**src/rtl/seq_subtractor.sv**
```systemverilog
// Multi-cycle subtractor: D = A - B - BIN computed DIGIT bits per clock,
// with a registered borrow between slices and valid/ready handshakes.
module seq_subtractor #(
    parameter int WIDTH = 8,
    parameter int DIGIT = 1
) (
    input  logic             clk,
    input  logic             rst_n,
    input  logic             in_valid,
    output logic             in_ready,
    input  logic [WIDTH-1:0] a,
    input  logic [WIDTH-1:0] b,
    input  logic             bin,
    output logic             out_valid,
    input  logic             out_ready,
    output logic [WIDTH-1:0] d,
    output logic             bout,
    output logic             ovf
);

    localparam int NSTEP = WIDTH / DIGIT;
    localparam int CW    = $clog2(NSTEP + 1);

    if (WIDTH < 2 || (WIDTH % DIGIT) != 0) begin : g_bad_params
        $error("seq_subtractor: WIDTH must be >= 2 and a multiple of DIGIT");
    end

    typedef enum logic [1:0] {IDLE, RUN, DONE} state_t;

    state_t           state;
    state_t           state_next;
    logic [WIDTH-1:0] a_reg;
    logic [WIDTH-1:0] b_reg;
    logic [WIDTH-1:0] d_next;
    logic             borrow;
    logic [CW-1:0]    step;
    logic             last_step;
    logic [DIGIT-1:0] diff;
    logic             brw;
    int               base;

    // One slice of the ripple: borrow-extended subtraction of the current digit.
    always_comb begin
        base      = int'(step) * DIGIT;
        last_step = (step == CW'(NSTEP - 1));
        {brw, diff} = {1'b0, a_reg[base +: DIGIT]} - {1'b0, b_reg[base +: DIGIT]}
                    - {{DIGIT{1'b0}}, borrow};
        d_next = d;
        d_next[base +: DIGIT] = diff;
    end

    always_ff @(posedge clk) begin
        if (!rst_n) state <= IDLE;
        else        state <= state_next;
    end

    always_comb begin
        state_next = state;
        case (state)
            IDLE:    if (in_valid)  state_next = RUN;
            RUN:     if (last_step) state_next = DONE;
            DONE:    if (out_ready) state_next = IDLE;
            default: state_next = IDLE;
        endcase
    end

    assign in_ready  = (state == IDLE);
    assign out_valid = (state == DONE);

    // Overflow uses the fully assembled result, so it is taken from d_next on the last slice.
    always_ff @(posedge clk) begin
        if (!rst_n) begin
            a_reg  <= '0;
            b_reg  <= '0;
            borrow <= 1'b0;
            step   <= '0;
            d      <= '0;
            bout   <= 1'b0;
            ovf    <= 1'b0;
        end else begin
            case (state)
                IDLE: begin
                    if (in_valid) begin
                        a_reg  <= a;
                        b_reg  <= b;
                        borrow <= bin;
                        step   <= '0;
                    end
                end
                RUN: begin
                    d      <= d_next;
                    borrow <= brw;
                    step   <= step + 1'b1;
                    if (last_step) begin
                        bout <= brw;
                        ovf  <= (a_reg[WIDTH-1] ^ b_reg[WIDTH-1]) & (d_next[WIDTH-1] ^ a_reg[WIDTH-1]);
                    end
                end
                default: ;
            endcase
        end
    end

endmodule

```
**config.mk**
```make
export PLATFORM = sky130hd
export DESIGN_NAME = seq_subtractor
export DESIGN_NICKNAME = d
export VERILOG_FILES = /design/src/rtl/seq_subtractor.sv
export SDC_FILE = /design/constraint.sdc
export NUM_CORES = 1
export LEC_CHECK = 0
export BUFFER_PORTS_ARGS = -buffer_cell sky130_fd_sc_hd__buf_2
export CORE_MARGIN = 5
export CORE_UTILIZATION = 45
export DETAILED_ROUTE_END_ITERATION = 16
export PLACE_DENSITY = 0.79
export RECOVER_POWER = 25
export SYNTH_ARGS = -nofsm -noshare
export SYNTH_HDL_FRONTEND = slang
export SYNTH_SLANG_ARGS = --single-unit
```
**constraint.sdc**
```tcl
create_clock -name clk -period 4.4 [get_ports clk]
set_input_delay 0.22 -clock clk [delete_from_list [all_inputs] [get_ports clk]]
set_output_delay 0.22 -clock clk [all_outputs]
set_load 0.01 [all_outputs]
```
==> results_dict.tcl <==
set metrics [dict create \
    clock_latency_on_the_worst_skew_pair_ns 0.34 \
    yosys.area_share.simple_pct 25.1 \
    placement.io_buffers 32 \
    power.density_mw_per_mm2 342 \
    worstSetupEndpointType "flop" \
    worst_hold_path_type "input port to flop" \
    finalPower_w 0.000643 \
    cts_max_level 2 \
    path_cells "mux4_2 > mux2_2 > nand2_1 > fa_1 > nand3b_1 > nor4_1 > or4b_1 > a31oi_1" \
    timing.final.crit_share_pct 71.1 \
    setup_viol_count_final 0 \
    cts_num_sinks 33 \
    slew_viol_final 0 \
    reg2reg_from "step[0]" \
    hold-path-cell-count 3 \
    number_of_search_and_repair_iterations_in_the_first_detailed_routing_pass 4 \
    yosysUniqueCellTypes 37 \
    synth_nets 220 \
    reg2reg_depth 8 \
    cts.path.max_buffers 2 \
    antennaDiodeCount 0 \
    register_area_um2 661 \
    seq_area_frac_synth_pct 40.5 \
    synth.top_cell.area_share_pct 40.5 \
    cpPeakStageDelay_ns 0.77 \
    syn-instance-count 193 \
    synth.cells.most_frequent "sky130_fd_sc_hd__nand2_1, sky130_fd_sc_hd__dfxtp_1, sky130_fd_sc_hd__a21oi_1" \
    cts_inserted_buffers 5 \
    holdPathEnd "a_reg[7]" \
    maximum_ir_drop_on_the_vdd_rail_v 0.000186 \
    antenna_left 0 \
    placement_rows 21 \
    postSynthAreaPerCell_um2 8.45 \
    p_leak_nw 0.732 \
    placeableCoreArea_mm2 0.00342 \
    area_of_the_multi_input_gates_um2 895 \
    overflow 0 \
    global_route.usage.total_pct 15.2 \
    cp_max_fo 16 \
    mapped_area_mm2 0.00163 \
    route.final.wire_length_mm 3.48 \
    report.final.hold_viol_count 0 \
    required_ns 4.68 \
    grt_antenna_before_repair 0 \
    fin_skew_ns 0.00422 \
    synthArstFlopShare_pct 0 \
    reg2reg_to "ovf" \
    cp-start-kind "flop" \
    num_vias 1436 \
    initial_core_utilization_pct 47.7 \
    grt_setup_unrepaired "no" \
    finalWorstPathRequiredPeriod_ns 3.13 \
    critical_path.slowest_cell "sky130_fd_sc_hd__dfxtp_1" \
    ctsHoldBuffers 0 \
    dominantRegCellSynth "sky130_fd_sc_hd__dfxtp_1" \
    critPathBufInv 0 \
    critical_path.top_delay_family "multiplexers" \
    dr.first_iter.drc_count 35 \
    synth_warnings 0 \
    post_cts_resized 0 \
    yosys.area_share.xor_xnor_pct 2.07 \
    least_margin_pin_slew_ns 1.12 \
    post_synth_main_area_contributors "sky130_fd_sc_hd__dfxtp_1, sky130_fd_sc_hd__nand2_1, sky130_fd_sc_hd__a21oi_1" \
    clkSlewWorstSetupHoldPaths_ns 0.10 \
    clockRootBuffer "sky130_fd_sc_hd__clkbuf_4" \
    route.detailed.drc 0 \
    place_hpwl_mm 2.52 \
    layout.filler_cells 356 \
    place.gp.congestion 0.849 \
    tritoncts_clock_tree "built" \
    synth_top_family_by_area "simple AND/OR/NAND/NOR gates" \
    fp.dieArea_mm2 0.00493 \
    timing_worst_setup_path_type "flop to flop" \
    ys_ff_latch 33 \
    setup.reg_to_reg.worst_slack_ns 1.27 \
    grt_max_degree 33 \
    dieHeight_um 70.2 \
    cts_setup_buffers 0 \
    run_status "finished clean" \
    route.detailed.wl_per_inst_um 12.9 \
    number_of_max_capacitance_violations_reported 0 \
    synth_compound_gate_area_share_pct 11.8 \
    largest_area_contributor_in_the_netlist "sky130_fd_sc_hd__dfxtp_1" \
    fmaxAchievable_mhz 320 \
    critPathArrivalTime_ns 3.41 \
    final_nets 249 \
    grt_pass1_vias 1380 \
    synth_fa_ha_area_share_pct 5.07 \
    layout-drive-gt1-share_pct 17.5 \
    post_synth_mux_area_share_pct 10.5 \
    die_width_um 70.2 \
    hold_path_startpoint "a[7]" \
    setup-tns-final_ns 0 \
    timing.critical_path.depth 8 \
    area_growth_pct 15.2 \
    relSlewSlack_pct 24.7 \
    avgViaCountPerCell 5.34 \
    grt_first_pass_wirelength_mm 6.02 \
    top_level_ports 33 \
    synthMostInstantiatedCell "sky130_fd_sc_hd__nand2_1" \
    synth-edff-count 0 \
]
[tightest hold or removal path: stages]
cell and delay, ns:
sky130_fd_sc_hd__buf_2 0.09, sky130_fd_sc_hd__nand2_1 0.05, sky130_fd_sc_hd__a21oi_1 0.05
[routing by layer]
layer | track usage (%) | vias to the layer above | share of wire (%) | wire [um]
met5 | 0 | - | 0 | 0
met4 | 6.38 | 0 | 1.8 | 63
met3 | 4.88 | 6 | 4.9 | 172
met2 | 25.5 | 27 | 47 | 1640
met1 | 17.8 | 674 | 46 | 1610
li1 | - | 729 | - | -
[final cells by class]
cell class                      count  area share (%)
Timing Repair Buffer               32            7.79
Multi-Input combinational cell    142            47.6
Sequential cell                    33            35.2
Clock buffer                        6            2.73
Clock inverter                      2            2.00
Inverter                            8            1.60
Tap cell                           46            3.06
[metrics by stage]
step           cells  worst slack [ns]  hold slack, ns  cell area (um^2)  utilization, %
3_3_place_gp     261              1.37           0.441              1800            52.8
3_5_place_dp     261              1.27           0.448              1800            52.8
5_1_grt          269              1.10          0.0765              1880            55.0
4_1_cts          269              1.27          0.0903              1890            55.4
6_report         269              1.27          0.0994              1880            55.0
2_1_floorplan    193              1.54           0.356              1630               -
[cells in the final DEF, fill, tap and decap left out, drive strengths merged, types with 6 or more instances in the layout]
cell,n
a21oi,22
buf,21
clkbuf,17
dfxtp,33
inv,8
mux2i,7
nand2,39
nand4,6
nor2,19
[worst max-delay path by stage]
| stage | startpoint | endpoint |
|---|---|---|
| floorplan | step[0] | ovf |
| global placement | step[0] | ovf |
| CTS | step[0] | ovf |
| detailed placement | step[0] | ovf |
| global route | step[0] | ovf |
| finish | step[0] | ovf |
[kinds of logic after synthesis]
kind of cell               after synthesis
adders and majority gates                6
muxes                                   12
AOI/OAI and AO/OA                       34
buffers and inverters                   18
xor gates and xnor gates                 3
and+or+nand+nor                         87
DFF                                     33
[power breakdown]
part            total, W  switching, W  internal (W)
Combinational  0.0000782     0.0000441     0.0000341
Clock           0.000242      0.000107      0.000135
Sequential      0.000322     0.0000121      0.000310
Total           0.000643      0.000164      0.000479
Note: power is estimated with default switching activity, not from simulation.
